--- src/rtl/lc3b_mdu.sv ---
// Iterative unsigned multiply/divide unit for the LC-3b EX stage (shift-add multiply, restoring divide).
// Optional build macro LC3B_MDU_EARLY_OUT_EN: multiplies finish as soon as no multiplier bits remain.
module lc3b_mdu #(
    parameter int WIDTH = 16,
    parameter int CNT_W = 5
) (
    input  logic             clk,
    input  logic             rst,
    input  logic             start,
    input  logic [1:0]       op,
    input  logic [WIDTH-1:0] a,
    input  logic [WIDTH-1:0] b,
    output logic             ready,
    output logic             done,
    output logic [WIDTH-1:0] f,
    output logic             div0
);

    typedef enum logic [1:0] {IDLE, CALC, DONE} state_t;

    localparam logic [1:0] OP_MUL   = 2'b00;
    localparam logic [1:0] OP_MULHU = 2'b01;
    localparam logic [1:0] OP_DIVU  = 2'b10;

    state_t             state_reg, state_next;
    logic [1:0]         op_reg, op_next;
    logic [CNT_W-1:0]   cnt_reg, cnt_next;
    logic [2*WIDTH-1:0] acc_reg, acc_next;
    logic [2*WIDTH-1:0] mcand_reg, mcand_next;
    logic [WIDTH-1:0]   mplier_reg, mplier_next;
    logic [WIDTH:0]     rem_reg, rem_next;
    logic [WIDTH-1:0]   quo_reg, quo_next;
    logic [WIDTH-1:0]   dvsr_reg, dvsr_next;
    logic [WIDTH-1:0]   f_reg, f_next;
    logic               div0_reg, div0_next;

    logic [2*WIDTH-1:0] prod_sum;
    logic [WIDTH:0]     trial;
    logic               q_bit;
    logic [WIDTH:0]     rem_step;
    logic [WIDTH-1:0]   quo_step;
    logic               is_div;
    logic               finish;

    always_ff @(posedge clk) begin
        if (rst) begin
            state_reg  <= IDLE;
            op_reg     <= '0;
            cnt_reg    <= '0;
            acc_reg    <= '0;
            mcand_reg  <= '0;
            mplier_reg <= '0;
            rem_reg    <= '0;
            quo_reg    <= '0;
            dvsr_reg   <= '0;
            f_reg      <= '0;
            div0_reg   <= 1'b0;
        end else begin
            state_reg  <= state_next;
            op_reg     <= op_next;
            cnt_reg    <= cnt_next;
            acc_reg    <= acc_next;
            mcand_reg  <= mcand_next;
            mplier_reg <= mplier_next;
            rem_reg    <= rem_next;
            quo_reg    <= quo_next;
            dvsr_reg   <= dvsr_next;
            f_reg      <= f_next;
            div0_reg   <= div0_next;
        end
    end

    // One step of each algorithm, evaluated every cycle; only CALC commits it.
    always_comb begin
        prod_sum = acc_reg + (mplier_reg[0] ? mcand_reg : '0);
        trial    = (rem_reg << 1) | (WIDTH+1)'(quo_reg[WIDTH-1]);
        q_bit    = (trial >= {1'b0, dvsr_reg});
        rem_step = q_bit ? (trial - {1'b0, dvsr_reg}) : trial;
        quo_step = {quo_reg[WIDTH-2:0], q_bit};
        is_div   = op_reg[1];
`ifdef LC3B_MDU_EARLY_OUT_EN
        finish   = (cnt_reg == CNT_W'(WIDTH-1)) ||
                   (!is_div && ((mplier_reg >> 1) == '0));
`else
        finish   = (cnt_reg == CNT_W'(WIDTH-1));
`endif
    end

    always_comb begin
        state_next  = state_reg;
        op_next     = op_reg;
        cnt_next    = cnt_reg;
        acc_next    = acc_reg;
        mcand_next  = mcand_reg;
        mplier_next = mplier_reg;
        rem_next    = rem_reg;
        quo_next    = quo_reg;
        dvsr_next   = dvsr_reg;
        f_next      = f_reg;
        div0_next   = div0_reg;
        ready       = 1'b0;
        done        = 1'b0;

        case (state_reg)
            IDLE: begin
                ready = 1'b1;
                if (start) begin
                    op_next     = op;
                    cnt_next    = '0;
                    acc_next    = '0;
                    mcand_next  = {{WIDTH{1'b0}}, a};
                    mplier_next = b;
                    rem_next    = '0;
                    quo_next    = a;
                    dvsr_next   = b;
                    state_next  = CALC;
                end
            end
            CALC: begin
                cnt_next    = cnt_reg + 1'b1;
                acc_next    = prod_sum;
                mcand_next  = mcand_reg << 1;
                mplier_next = mplier_reg >> 1;
                rem_next    = rem_step;
                quo_next    = quo_step;
                if (finish) begin
                    case (op_reg)
                        OP_MUL:   f_next = prod_sum[WIDTH-1:0];
                        OP_MULHU: f_next = prod_sum[2*WIDTH-1:WIDTH];
                        OP_DIVU:  f_next = quo_step;
                        default:  f_next = rem_step[WIDTH-1:0];
                    endcase
                    div0_next  = is_div && (dvsr_reg == '0);
                    state_next = DONE;
                end
            end
            DONE: begin
                done       = 1'b1;
                state_next = IDLE;
            end
            default: state_next = IDLE;
        endcase
    end

    assign f    = f_reg;
    assign div0 = div0_reg;

endmodule

--- config.mk ---
export PLATFORM = sky130hd
export DESIGN_NAME = lc3b_mdu
export DESIGN_NICKNAME = d
export VERILOG_FILES = /design/src/rtl/lc3b_mdu.sv
export SDC_FILE = /design/constraint.sdc
export NUM_CORES = 1
export LEC_CHECK = 0
export CAP_MARGIN = 15
export CORE_ASPECT_RATIO = 0.5
export CORE_MARGIN = 5
export CORE_UTILIZATION = 60
export CTS_CLUSTER_SIZE = 20
export DETAILED_ROUTE_END_ITERATION = 8
export GPL_ROUTABILITY_DRIVEN = 0
export PLACE_DENSITY = 0.87
export SYNTH_ARGS = -nofsm -noshare
export SYNTH_HDL_FRONTEND = slang
export SYNTH_SLANG_ARGS = --single-unit
export TNS_END_PERCENT = 1
--- constraint.sdc ---
create_clock -name clk -period 4.2 [get_ports clk]
set_input_delay 0.84 -clock clk [delete_from_list [all_inputs] [get_ports clk]]
set_output_delay 0.84 -clock clk [all_outputs]
set_load 0.1 [all_outputs]
Yosys cells after proc, flatten, opt, wreduce, memory -nomap -nowiden
Cells that the tools add are included.
{"block": "totals", "reg_bits": 154, "in_bits": 37, "out_inout_bits": 19, "word_cells": 52}
{"block": "classes", "add_sub_neg": 3, "order_cmp": 1, "n_eq_ne": 7, "mux": 20, "n_bitwise": 1, "reduce_logical": 9}
{"op": "one-hot mux 32 bit (2 select lines)", "n": 2}
{"op": "two-way mux 32 bit", "n": 3}
{"op": "one-hot mux 16 bit (2 select lines)", "n": 3}
{"op": "two-way mux 16 bit", "n": 4}
{"op": "one-hot mux 16 bit (3 select lines)", "n": 1}
{"op": "adder 32 bit", "n": 1}
{"op": "greater-or-equal comparator 17 x 16 -> 1 bit", "n": 1}
{"op": "OR 17 x 1 -> 17 bit", "n": 1}
{"op": "logical NOT 16 bit", "n": 1}
{"op": "subtractor 16 bit", "n": 1}
{"op": "one-hot mux 5 bit (2 select lines)", "n": 1}
{"op": "AND reduction 2 bit", "n": 4}
{"op": "adder 5 x 1 -> 5 bit, second input constant", "n": 1}
{"op": "equality test 5 x 4 -> 1 bit, second input constant", "n": 1}
{"op": "two-way mux 5 bit", "n": 1}
{"op": "equality test 2 x 1 -> 1 bit, second input constant", "n": 2}
{"op": "equality test 2 bit, second input constant", "n": 2}
{"op": "logical NOT 2 bit", "n": 2}
{"op": "two-way mux 2 bit", "n": 2}
{"op": "!= test 2 bit, second input constant", "n": 2}
{"op": "one-hot mux 2 bit (2 select lines)", "n": 1}
{"op": "two-way mux 1 bit", "n": 2}
{"op": "nonzero test 2 bit", "n": 1}
{"op": "logical AND 1 bit", "n": 1}

Depth between registers and ports, before layout
{"block": "depth", "depth_word": 4, "mapped_depth": 13, "ltp_nobuf": 12}

Worst setup path before layout
No wires, ideal clock.
{"block": "synth_timing", "kind": "register to register", "start": "reg mplier_reg[0]", "end": "reg f_reg[8] (netlist: f[8])", "setup_ns": 0.118, "t_arrival_ns": 3.339, "required_ns": 4.082, "setup_slack_ns": 0.743, "stages_incl_launch_ff": 14, "path_buffers": 1, "synth_period_minus_slack_ns": 3.457, "path_cell_list": "dfxtp_1 -> clkbuf_1 -> and2_1 -> ha_1 -> fa_1 -> a21o_1 -> a41o_4 -> or3b_1 -> a21oi_2 -> o31a_4 -> o221ai_2 -> xor2_1 -> mux4_1 -> a22o_1"}
{"block": "synth_between", "elab_chain_len": 3}
{"item": "from (decl)", "line": "30", "source": "logic [WIDTH-1:0] mplier_reg, mplier_next;"}
{"item": "from (signal assigned)", "line": "64", "source": "mplier_reg <= mplier_next;"}
{"item": "two-way mux 32 bit", "line": "75", "source": "prod_sum = acc_reg + (mplier_reg[0] ? mcand_reg : '0);"}
{"item": "adder 32 bit", "line": "75"}
{"item": "one-hot mux 16 bit (3 select lines)", "line": "127", "source": "case (op_reg)"}
{"item": "to (signal assigned)", "line": "68", "source": "f_reg <= f_next;"}
{"item": "to (decl)", "line": "34", "source": "logic [WIDTH-1:0] f_reg, f_next;"}
Every way passes these cells.
A chain may end at the register's enable or synchronous reset.

Worst setup path after layout
Same ends and word-level chain as after synthesis.

==> results.ini <==
[yosys]
synthesis.area_um2=8920
synth-seq-area-share_pct=34.6
ys_async_sr_fraction_pct=0
synth_top_area_share_pct=34.6
synth-edff-count=0
synth_nets=1256
yosysMostFrequentCell=nand2_1
synth-seq-cells=154
synth_commonest_cells=nand2_1, dfxtp_1, a21oi_1, nor2_1, clkbuf_1
synth_top_area_cell=dfxtp_1
ys_warn_count=0
syn_inst=1168
synth_top_flop_cell=dfxtp_1
synthTopCellsByArea=dfxtp_1, nand2_1, ha_1
synth_cell_types=70
syn_area_per_cell_um2=7.63

[floorplan]
die_y_um=96.2
start_util_pct=61.5
die_area_um2=17500
num_rows=31
core_region_area_um2=14500
num_io_pins=56
dieWidth_um=182

[route]
drtIter0Drc=1324
avgRoutedWirePerCell_um=18.8
routed_via_density=6.45
vias=8981
drc_errors=0
drtAntennaViolNets=0
dr.pass1.iters=8
finalWirelength_mm=26.1

[sta]
finalCritPeriodShare_pct=85.0
rsz0062_at_grt=false
max_freq_mhz=280
hold_viol_final=0
finalClockSkew_ns=0.0169
fin_crit_ns=3.57
finalMaxSlewViolations=0
slew_headroom_pct=27.5
setup_tns_ns=0
finalSetupViolations=0
max_slew.worst_pin.slew_ns=1.09

[pwr]
p_seq_share_pct=36.8
netSwitchingPower_uw=1560
p_comb_share_pct=27.7
p_total_uw=4350
power_frac_clock_pct=35.5
intPower_uw=2790
ir_worst_vdd_v=0.000284
power_density_nw_per_um2=430
p_sw_share_pct=35.8
leakagePower_uw=0.00400

[final_layout]
antenna_cells=0
final_nets=1269
syn_to_final_growth_pct=13.5
fin_util_pct=69.8
fillers=1115
drive_gt1_share_pct=5.61

[global_route]
antenna_found_initial=0
grt_pass1_vias=8325
grt_pass1_wl_mm=42.1
grt_remaining_overflow=0
grtUsageTotal_pct=29.6
grt_max_degree=100

[min_path]
holdCritPathClass=reg2reg

[job]
drv_cap=0

[clocking]
cts_tree=done
clkSlewWorstSetupHoldPaths_ns=0.07
clock_path_buffers=2
holdBufCountCts=0
cts_made_buffers=17
clkSinkCount=154
clk_latency_ns=0.44
cts_max_level=4
cts_setup_buffers=0
clockRootBuffer=clkbuf_16
cts_resized=0

[placement]
dp_hpwl_mm=17.5
io_buffers=55

[worst_setup_path]
cp-end-kind=register
crit_required_ns=4.53
worst_setup_path_start_kind=register
crit_type=reg2reg
worstPathArrival_ns=3.91
crit_path_cell_trace=and2_1 > ha_1 > fa_1 > a21o_1 > a41o_4 > or3b_1 > a21oi_2 > o31a_4 > o221ai_2 > xor2_1 > mux4_1 > a22o_1
worst-path-max-fanout=4
slowest_delay_ns=0.51
cp_slowest_cell=mux4_1

[status]
status=finished, final reports clean

per-layer routing:
layer / part of all wire [%] / track usage [%]
met1: 42 / 38.2
met3: 9.3 / 6.08
met5: 0 / 0
met2: 45 / 48.8
met4: 3.2 / 12.9
area by class of cell:
cell class | instances | area (um2) | area share [%]
Clock buffer | 19 | 453 | 4.48
Clock inverter | 13 | 126 | 1.25
Inverter | 30 | 113 | 1.11
Multi-Input combinational cell | 911 | 5460 | 53.9
Sequential cell | 154 | 3080 | 30.5
Tap cell | 198 | 248 | 2.45
Timing Repair Buffer | 67 | 638 | 6.31
layout by cell type (no fill, tap or decap), drive strengths merged, types with 3 or more instances in the layout:
cell type and count:
o21bai 6, a221oi 4, o31a 6, nor3 15, clkbuf 19, inv 37
clkinv 4, nand2 223, nor2b 10, a211o 5, a21o 21, mux2i 8
a211oi 14, dfxtp 154, clkdlybuf4s50 54, a21oi 121, a22o 9, o211ai 3
and2 34, nand3 50, a221o 3, nor2 84, xor2 15, or2 5
buf 13, xnor2 23, and3 3, nand4 14, o21a 15, nand2b 7
a22oi 14, or3 6, nor4 5, a31oi 56, o21ai 43, ha 49
through the flow:
step | cell area, um2 | std cells | hold slack (ns) | worst slack, ns
after global routing | 10100 | 1392 | 0.481 | 0.412
after detailed placement | 9540 | 1360 | 0.458 | 0.675
after floorplan | 8920 | 1168 | 0.436 | 0.743
after CTS | 10100 | 1392 | 0.465 | 0.653
after global placement | 9540 | 1360 | 0.445 | 0.802
final | 10100 | 1392 | 0.466 | 0.629
cells by family (layout without fill, tap and decap cells):
kind of cell             Yosys count  after routing  share of synthesized area [%]
AND/OR/NAND/NOR                  464            464                           23.2
AO/OA/AOI/OAI                    347            347                           25.3
flip-flops                       154            154                           34.6
buffers and inverters            103            129                           4.45
adder cells (fa/ha/maj)           51             51                           7.32
XOR/XNOR                          38             38                           3.73
multiplexers                      11             11                           1.45
worst paths after layout:
kind	start	endpoint	slack (ns)	cells after the start
worst min register to register	mcand_reg[16]	mcand_reg[17]	0.47	2
worst max register to register	mplier_reg[0]	f[8]	0.63	12
worst min-delay path	mcand_reg[16]	mcand_reg[17]	0.47	2
worst max-delay path	mplier_reg[0]	f[8]	0.63	12
power by group through the flow:
stage | Sequential, uW | Combinational, uW | Clock, uW
after floorplan | 1610 | 864 | 0
after global placement | 1620 | 1090 | 0
after detailed placement | 1630 | 1140 | 0
after CTS | 1590 | 1160 | 1540
after global routing | 1600 | 1290 | 1610
final | 1600 | 1210 | 1540
worst max-delay path: cells and delay by family, from the launching register on:
kind                       cells  cell delay (ns)
AOI/OAI and AO/OA              6             1.26
muxes                          1             0.51
DFF                            1             0.34
and+or+nand+nor                2             0.55
xor gates and xnor gates       1             0.17
adders and majority gates      2             0.64
(Power assumes the default switching activity.)
